[config.mk]
export PLATFORM = sky130hd
export DESIGN_NAME = dbus_demux
export DESIGN_NICKNAME = d
export VERILOG_FILES = /design/src/rtl/dbus_demux.sv
export SDC_FILE = /design/constraint.sdc
export NUM_CORES = 1
export LEC_CHECK = 0
export CAP_MARGIN = 20
export CORE_AREA = 2 2 108 110
export DETAILED_ROUTE_END_ITERATION = 12
export DIE_AREA = 0 0 110 112
export DONT_BUFFER_PORTS = 1
export PLACE_DENSITY_LB_ADDON = 0.25
export REMOVE_ABC_BUFFERS = 1
export SYNTH_ARGS = -nofsm -noshare
export SYNTH_HDL_FRONTEND = slang
export SYNTH_SLANG_ARGS = --single-unit
[constraint.sdc]
create_clock -name clk -period 2.5 [get_ports clk]
set_clock_uncertainty 0.15 [all_clocks]
set_input_delay 0.5 -clock clk [delete_from_list [all_inputs] [get_ports clk]]
set_output_delay 0.5 -clock clk [all_outputs]
set_load 0.005 [all_outputs]
[src/rtl/dbus_demux.sv]
// dbus_demux: routes one data-bus initiator to RAM/peripheral/timer targets by address decode.
// Define DBUS_TIMEOUT_EN to force an error response after TIMEOUT_CYCLES spent in REQ+RESP.
module dbus_demux #(
    parameter logic [31:0] T0_BASE = 32'h0000_0000,
    parameter logic [31:0] T0_MASK = 32'hFFFF_0000,
    parameter logic [31:0] T1_BASE = 32'h1000_0000,
    parameter logic [31:0] T1_MASK = 32'hFFFF_F000,
    parameter logic [31:0] T2_BASE = 32'h2000_0000,
    parameter logic [31:0] T2_MASK = 32'hFFFF_FF00,
    parameter int TIMEOUT_CYCLES = 16
) (
    input  logic        clk,
    input  logic        rst,
    input  logic        req_valid,
    output logic        req_ready,
    input  logic [31:0] req_addr,
    input  logic        req_we,
    input  logic [31:0] req_wdata,
    input  logic [3:0]  req_wstrb,
    output logic        resp_valid,
    output logic [31:0] resp_rdata,
    output logic        resp_err,
    output logic [2:0]  t_valid,
    input  logic [2:0]  t_ready,
    output logic [31:0] t_addr,
    output logic        t_we,
    output logic [31:0] t_wdata,
    output logic [3:0]  t_wstrb,
    input  logic [2:0]  t_rvalid,
    input  logic [95:0] t_rdata
);
    typedef enum logic [1:0] {IDLE, REQ, RESP, DONE} state_t;
    state_t state_q, state_d;
    logic [1:0] sel_q, sel_d;
    logic [31:0] addr_q, addr_d, wdata_q, wdata_d, rdata_q, rdata_d;
    logic we_q, we_d, err_q, err_d;
    logic [3:0] wstrb_q, wstrb_d;
    logic [2:0] hit;
    logic timeout;
`ifdef DBUS_TIMEOUT_EN
    logic [15:0] cnt_q, cnt_d;
`endif

    assign hit = {(req_addr & T2_MASK) == T2_BASE,
                  (req_addr & T1_MASK) == T1_BASE,
                  (req_addr & T0_MASK) == T0_BASE};

    always_comb begin
        state_d = state_q;
        sel_d   = sel_q;
        addr_d  = addr_q;
        we_d    = we_q;
        wdata_d = wdata_q;
        wstrb_d = wstrb_q;
        rdata_d = rdata_q;
        err_d   = err_q;
`ifdef DBUS_TIMEOUT_EN
        // counter is zero on REQ entry and counts every REQ/RESP cycle
        cnt_d   = (state_q == REQ || state_q == RESP) ? cnt_q + 16'd1 : 16'd0;
        timeout = (state_q == REQ || state_q == RESP) && cnt_q == 16'(TIMEOUT_CYCLES - 1);
`else
        timeout = TIMEOUT_CYCLES < 0;
`endif
        case (state_q)
            IDLE: if (req_valid) begin
                addr_d  = req_addr;
                we_d    = req_we;
                wdata_d = req_wdata;
                wstrb_d = req_wstrb;
                sel_d   = hit[0] ? 2'd0 : hit[1] ? 2'd1 : 2'd2;
                state_d = (|hit) ? REQ : DONE;
                if (~|hit) begin
                    rdata_d = '0;
                    err_d   = 1'b1;
                end
            end
            REQ: if (timeout) begin
                state_d = DONE;
                rdata_d = '0;
                err_d   = 1'b1;
            end else if (t_ready[sel_q]) begin
                state_d = RESP;
            end
            RESP: if (timeout) begin
                state_d = DONE;
                rdata_d = '0;
                err_d   = 1'b1;
            end else if (t_rvalid[sel_q]) begin
                state_d = DONE;
                rdata_d = we_q ? 32'd0 : t_rdata[{sel_q, 5'd0} +: 32];
                err_d   = 1'b0;
            end
            default: state_d = IDLE;
        endcase
    end

    always_ff @(posedge clk) begin
        if (rst) begin
            state_q <= IDLE;
            sel_q   <= '0;
            addr_q  <= '0;
            we_q    <= 1'b0;
            wdata_q <= '0;
            wstrb_q <= '0;
            rdata_q <= '0;
            err_q   <= 1'b0;
`ifdef DBUS_TIMEOUT_EN
            cnt_q   <= '0;
`endif
        end else begin
            state_q <= state_d;
            sel_q   <= sel_d;
            addr_q  <= addr_d;
            we_q    <= we_d;
            wdata_q <= wdata_d;
            wstrb_q <= wstrb_d;
            rdata_q <= rdata_d;
            err_q   <= err_d;
`ifdef DBUS_TIMEOUT_EN
            cnt_q   <= cnt_d;
`endif
        end
    end

    assign req_ready  = state_q == IDLE;
    assign resp_valid = state_q == DONE;
    assign resp_rdata = rdata_q;
    assign resp_err   = err_q;
    assign t_valid    = (state_q == REQ) ? 3'b001 << sel_q : 3'b000;
    assign t_addr     = addr_q;
    assign t_we       = we_q;
    assign t_wdata    = wdata_q;
    assign t_wstrb    = wstrb_q;
endmodule

* Word level (Yosys, flattened, before mapping)
Index checks and enable logic that the tools add are counted.
** Storage, ports and cells
- Output and inout port bits :: 107
- Register bits after elaboration :: 106
** Cells by class
- $lt $le $gt $ge :: 1
- Eq/ne operators :: 9
- Mux-type cells :: 21
- Reduce and logical (&&, ||, !) cells :: 7
- Shift operators :: 2
** Operators by type and width (count)
- 32-bit two-way mux :: 4
- 96-bit by 8-bit variable part select with 32-bit output :: 1
- 32-bit case mux with 2 select lines :: 1
- 32-bit zero test :: 1
- 24-bit by 22-bit equality test with 1-bit output, second input constant :: 1
- 20-bit by 17-bit equality test with 1-bit output, second input constant :: 1
- 2-bit two-way mux :: 6
- 2-bit != test, second input constant :: 4
- 2-bit case mux with 3 select lines :: 1
- 1-bit two-way mux :: 5
- 1-bit binary-select mux with 2-bit select :: 2
- 2-bit equality test, second input constant :: 2
- 4-bit AND reduction :: 1
- 2-bit by 3-bit < comparator with 1-bit output, second input constant :: 1
- 3-bit two-way mux :: 1
- 3-bit AND reduction :: 1
- 3-bit OR reduction :: 1
- 1-bit by 2-bit << shifter with 3-bit output, first input constant :: 1
- 2-bit by 1-bit equality test with 1-bit output, second input constant :: 1
- 2-bit zero test :: 1
- 1-bit case mux with 2 select lines :: 1
- 2-bit AND reduction :: 1
- 2-bit nonzero test :: 1

* Longest topological paths before layout
Gate-level depths: netlist of the first run.
- Word-level depth :: 5
- Mapped depth :: 8
- Gate-level depth less buffers :: 6

* Least setup slack after synthesis of the first run
No wires, ideal clock.
- Path kind :: input port to flip-flop
- Start :: in req_addr[12]
- End :: reg rdata_q[10] (netlist: resp_rdata[10])
- Setup time :: 0.072 ns
- Stages on the path :: 6
- Buffers on the path :: 1
- Required time :: 2.278 ns
- Arrival time :: 1.831 ns
- Setup slack :: 0.448 ns
- Path through :: or4_4 -> nor3_2 -> o211ai_2 -> nand3_4 -> buf_12 -> mux2i_1
** Between the ends
- Cells in the longest elaborated chain, start to end :: 4
- Elaborated cells between the ends (all ways) :: 5
- Classes of those cells :: 3 x eq/ne; 2 x reduce/logical
** Ends and longest elaborated chain
- from (decl) :: line 16 : input logic [31:0] req_addr,
- 24-bit by 22-bit equality test with 1-bit output / 20-bit by 17-bit equality test with 1-bit output (equally long branches) :: line 44, 45
- 3-bit OR reduction (*) :: line 72 : if (~|hit) begin
- 2-bit != test (no source line) (*)
- 4-bit AND reduction (no source line) (*)
- to (signal assigned) :: line 117 : rdata_q <= rdata_d;
- to (decl) :: line 35 : logic [31:0] addr_q, addr_d, wdata_q, wdata_d, rdata_q, rdata_d;
Every way passes the cells marked *; elsewhere a longest branch is shown, timed or not.
A chain may end at the register's enable or synchronous reset.

* Worst setup path in the final report of the first run
- Start :: reg state_q[0]
- End :: reg wdata_q[14] (netlist: t_wdata[14])
** Between the ends
- Cells in the longest elaborated chain, start to end :: 2
** Ends and longest elaborated chain
- from (decl) :: line 33 : state_t state_q, state_d;
- from (signal assigned) :: line 111 : state_q <= state_d;
- 2-bit zero test
- net req_ready :: line 15 : output logic req_ready,
- 2-bit AND reduction (no source line)
- to (signal assigned) :: line 115 : wdata_q <= wdata_d;
- to (decl) :: line 35
The timed path passes the listed nets, and every way through them passes these cells.

==> results of run 1 <==
[through the flow]
stage	TNS, ps	setup slack, ps
5_1_grt	0	122
6_report	0	299
2_1_floorplan	-33080	-957
4_1_cts	0	300
3_3_place_gp	0	279
3_5_place_dp	0	203
[per-layer routing]
metal | track usage (%) | up-vias | share of wire (%)
met5 | 0 | - | 0
li1 | - | 1949 | -
met4 | 7.59 | 0 | 2.5
met2 | 32.1 | 160 | 49
met3 | 6.85 | 23 | 8.5
met1 | 22.0 | 1841 | 40
[cells in the final DEF, fill, tap and decap left out, types with 2 or more instances in the layout]
cell type and count:
nand2b_1 32, inv_1 3, nor2_1 6, ha_1 5, buf_12 2, buf_4 6
clkinv_4 2, nor4_1 3, a21oi_1 71, nor3_2 2, mux2i_1 66, dfxtp_1 105
o21ai_0 32, and3b_1 2, nand2_1 205, nor3b_1 2, clkbuf_16 9
[path summary, 6_finish.rpt]
check	to	start	depth (start not counted)	slack, ps
setup / recovery	t_wdata[14]	state_q[0]	6	300
hold reg to reg	t_addr[7]	t_addr[7]	2	320
hold / removal	t_addr[24]	rst	1	100
setup reg to reg	t_wdata[14]	state_q[0]	6	300
[registers in the layout (all words and copies together) (netlist names)]
signal      flops
resp_err        1
t_wdata        32
resp_rdata     32
t_wstrb         4
state_q         2
sel_q           2
t_addr         32
t_we            1
[critical path, delay by kind of cell, from the launching register on]
kind / cells / cell delay [ps]
buf+inv: 2 / 650
flops: 1 / 390
fa+ha+maj: 1 / 340
compound gates: 1 / 180
simple gates: 2 / 420
[synth_stat cells, drive strengths merged, types with 3 or more instances]
cell type    n  area, sq um
a21oi       72          364
buf         10         92.6
clkbuf      36          135
dfxtp      106         2120
ha           5         62.6
inv          4         15.0
mux2i       66          661
nand2      206          773
nand2b      32          200
nor2         6         22.5
nor4         3         18.8
o21ai       33          165
[where the power goes]
group | switching [mW] | internal [mW]
sequential | 0.232 | 1.97
combinational | 0.807 | 0.504
clock | 0.651 | 0.718
total | 1.69 | 3.19
[cells by family (layout without fill, tap and decap cells)]
logic type / count (synthesis) / count (layout) / share of synthesized area (%)
simple gates: 263 / 263 / 23.7
compound gates: 114 / 114 / 12.6
flops: 106 / 106 / 43.8
mux: 66 / 66 / 13.6
buf+inv: 50 / 28 / 5.01
fa+ha+maj: 5 / 5 / 1.29
[area by class of cell]
cell class	count	area, sq um
Timing Repair Buffer	8	85.1
Tap cell	143	179
Inverter	4	15.0
Multi-Input combinational cell	448	2490
Fill cell	1121	6000
Sequential cell	106	2120
Clock buffer	11	243
Clock inverter	5	45.0
==> impl_metrics.ini, run 1 <==
[floorplan]
die_h_um = 112
die_w_um = 110
die_area_sq_um = 12300
core_area_sq_um = 11200
start_util_pct = 43.3
rows = 39
num_io_pins = 281

[timing]
fin_crit_ps = 2200
finalHoldViolCount = 0
whs_ps = 96.6
period_share_pct = 88.1
setup_viol = 0
rsz0062_at_grt = no
max-slew-margin-rel_pct = 60.3
fmax_ghz = 0.454
slew_violations = 0
worstMarginPinSlew_ps = 595

[clocking]
cts_tree = built
cts_buffers = 9
clk_path_buf_depth = 2
post-cts-setup-buffers = 0
cts-resized-gates = 0
clkSlewWorstSetupHoldPaths_ps = 70
clkLatencyLatePin_ps = 350
cts.sinks = 106
cts_root_buf = clkbuf_16
htreeDepth = 3
cts_hold_buf = 0

[routing]
wirelength_mm = 12.3
drt-wirelength-per-cell_um = 17.0
route.detailed.drc = 0
drtAntennaViolNets = 0
drtIter0Drc = 306
num_vias = 3973
first_pass_iters = 4
viasPerCell = 5.48

[layout]
final_area_sq_um = 5180
antenna_cells = 0
fin_cells = 725
final_nets = 756
final_util_pct = 46.3
syn_to_final_growth_pct = 6.95
layout-drive-gt1-share_pct = 5.84

[place]
portBuffers = 0
dp.cells = 709
gp_congestion = 0.796
place_area_sq_um = 4890
place_hpwl_mm = 8.78

[critical_path]
cp.arrival_ps = 2340
crit_path_end_kind = register
crit_slowest_cell = buf_4
required_ps = 2630
critical_path.max_stage_delay_ps = 550
path_cells = inv_1, ha_1, nand2_2, buf_4, nand2_1, a21oi_1
path_max_fanout = 60
cp-start-kind = register
path_class = reg -> reg

[power_and_ir_drop]
irDropWorstVdd_mv = 0.832
powerDensity_nw_per_um2 = 943
total_power_mw = 4.88
p_leak_nw = 1.86

[synthesis]
synthDistinctLibCells = 39
ys_seq_elements = 106
ys_seq_area_share_pct = 43.8
synth_top_flop_cell = dfxtp_1
ys_warn_count = 0
async_flop_share_pct = 0
synth_cells = 604
synth-edff-count = 0
synth.avg_cell_area_sq_um = 8.02
syn_area_sq_um = 4840

[grt]
grt_max_degree = 109
grt_first_pass_wirelength_mm = 18.3
grtUsageTotal_pct = 19.2
grt_antenna_before_repair = 0
grt_remaining_overflow = 0
grt_pass1_vias = 3683

[run]
maxCapViolCount = 0

[worst_hold_path]
hp-class = in -> reg

[status]
outcome = finished clean
(Power assumes the default switching activity.)
==> run 2: changes to the inputs <==
- ABC_AREA: unset -> 1
- PLACE_DENSITY: unset -> 0.63
- PLACE_DENSITY_LB_ADDON: 0.25 -> unset
- clock period: 2.5 -> 2.7 ns (I/O delays scaled with it)
==> run 2 against run 1 <==
Against the previous run:
- combinational power grew 83%
- first-iteration DRC count down 26%
- maximum frequency rose by 7.5%
- setup slack gained 350 ps
- non-clock buffer count is 2 higher
- sequential cell count unchanged
- clock power is essentially flat
- sequential power increased by 17%
- utilization up 0.58 points
- cell count grew 20%
- clock-buffer cell count grew 1
- largest cell class unchanged
==> impl_metrics.ini, run 2 <==
[critical_path]
cp-start-kind = register
r2r_end = resp_rdata[31]
reg2reg_depth = 9
cp-startpoint = state_q[0]
crit_slowest_cell = dfxtp_1
rrSetupSlack_ps = 650
cp.arrival_ps = 2140
rr_startpoint = state_q[0]
path_max_fanout = 46
path_class = reg -> reg
required_ps = 2790
path_cells = inv_1, ha_1, inv_1, nand2_1, o21ai_4, buf_4, nand3_1, nand2_1, nor2_1
endpoint = resp_rdata[31]
critical_path.max_stage_delay_ps = 430
crit_path_end_kind = register

[routing]
first_pass_iters = 5
wirelength_mm = 12.3
drtIter0Drc = 225
drtAntennaViolNets = 0
num_vias = 4528
viasPerCell = 5.22
drt-wirelength-per-cell_um = 14.2
route.detailed.drc = 0

[power_and_ir_drop]
total_power_mw = 6.35
swShare_pct = 41.1
powerDensity_nw_per_um2 = 1210
p_leak_nw = 2.30
power.switching_mw = 2.61
combPwrFrac_pct = 37.8
power_frac_seq_pct = 40.6
clockPowerShare_pct = 21.6
cell_internal_pwr_mw = 3.74
irDropWorstVdd_mv = 0.880

[layout]
seqCellArea_sq_um = 2120
fillers = 1137
final_area_sq_um = 5240
antenna_cells = 0
layout_commonest_cell = nor2_1
layout-drive-gt1-share_pct = 5.24
syn_to_final_growth_pct = 8.02
multi_input_area_sq_um = 2420
final_nets = 899
final_cell_mix = nor2_1 (196), nand2_1 (185), dfxtp_1 (106)

[synthesis]
ys_warn_count = 0
ys_seq_elements = 106
async_flop_share_pct = 0
synth_cells = 749
synth_top_flop_cell = dfxtp_1
yosysTopAreaCell = dfxtp_1
yosys-top-cells-area = dfxtp_1 (44%), nor2_1 (15%), nand2_1 (14%), o21ai_0 (7.3%), nand3_1 (6.3%)
synth_most_common_cell = nor2_1
syn_area_sq_um = 4850
synth_top_area_share_pct = 43.7
synth-edff-count = 0
synthDistinctLibCells = 21
synth_common_cells = nor2_1 (197), nand2_1 (185), dfxtp_1 (106)
ys_seq_area_share_pct = 43.7
synth.avg_cell_area_sq_um = 6.48

[floorplan]
num_io_pins = 281
die_area_sq_um = 12300
core_area_sq_um = 11200
die_w_um = 110
start_util_pct = 43.4
die_h_um = 112
rows = 39

[place]
gp_congestion = 0.825
place_hpwl_mm = 8.88
dp_slack_ps = 559
portBuffers = 0
place_area_sq_um = 4930

[run]
maxCapViolCount = 0

[grt]
grt_max_degree = 76
grt_antenna_before_repair = 0
grt_first_pass_wirelength_mm = 18.8
grt_remaining_overflow = 0
grtUsageTotal_pct = 19.2
grt_pass1_vias = 4018

[clocking]
cts_root_buf = clkbuf_16
clkLatencyLatePin_ps = 350
cts.sinks = 106
cts-resized-gates = 0
post-cts-setup-buffers = 0
cts_buffers = 9
cts_tree = built
cts_hold_buf = 0
clkSlewWorstSetupHoldPaths_ps = 70
htreeDepth = 3
clk_path_buf_depth = 2

[timing]
worstMarginPinSlew_ps = 584
period_share_pct = 75.8
rsz0062_at_grt = no
fmax_ghz = 0.488
max-slew-margin-rel_pct = 61.1
fin_crit_ps = 2050
slew_violations = 0
setup_slack_ps = 652
finalHoldViolCount = 0
setup_viol = 0

[status]
outcome = finished clean

[worst_hold_path]
hp-class = in -> reg
min_from = req_addr[29]
[run 2: stage by stage]
| step | TNS [ps] | util [%] | std cells | hold WS, ps |
|---|---|---|---|---|
| after floorplan | -28940 | - | 699 | 325 |
| after global placement | 0 | 44.1 | 852 | 344 |
| after detailed placement | 0 | 44.1 | 852 | 350 |
| after CTS | 0 | 46.9 | 868 | 177 |
| after global routing | 0 | 46.9 | 868 | 188 |
| final | 0 | 46.9 | 868 | 190 |
[run 2: kinds of logic (layout without fill, tap and decap cells)]
logic type                 Yosys count  in the layout  synth area share (%)
AOI/OAI and AO/OA                  107            107                  11.5
adders and majority gates            5              5                  1.29
buffers and inverters               80             56                  6.73
DFF                                106            106                  43.7
and+or+nand+nor                    451            451                  36.8
[run 2: area by class of cell]
cell class	count	area share (%)
timing repair buffer	10	1.91
clock buffer	12	4.89
inverter	30	2.15
tap	143	3.41
clock inverter	4	1.10
multi-input combinational	563	46.1
sequential	106	40.5
[run 2: worst min path at each step]
stage                        endpoint  cells after the start  slack [ps]
after floorplan              resp_err                      2         330
after global placement     t_wstrb[2]                      2         340
after detailed placement  t_wdata[23]                      2         350
after CTS                  t_addr[29]                      2         180
after global routing       t_addr[29]                      2         190
final                      t_addr[29]                      2         190
[run 2: layer usage]
| metal | GRT usage, % | routed length, um | vias up |
|---|---|---|---|
| li1 | - | - | 2300 |
| met1 | 22.0 | 4930 | 2049 |
| met2 | 33.3 | 6130 | 161 |
| met3 | 4.92 | 1020 | 18 |
| met4 | 7.93 | 260 | 0 |
| met5 | 0 | 0 | - |
[run 2: power by group through the flow]
stage	logic, mW	clock network, mW	registers [mW]
2_1_floorplan	1.90	0	2.46
3_3_place_gp	2.33	0	2.61
3_5_place_dp	2.41	0	2.62
4_1_cts	2.42	1.42	2.59
5_1_grt	2.83	1.47	2.64
6_report	2.40	1.37	2.58
[run 2: worst max-delay path: cells and delay by family, from the launching register on]
kind	cells	cell delay (ps)
AOI/OAI and AO/OA	1	90
adders and majority gates	1	290
buffers and inverters	3	620
DFF	1	430
and+or+nand+nor	4	360
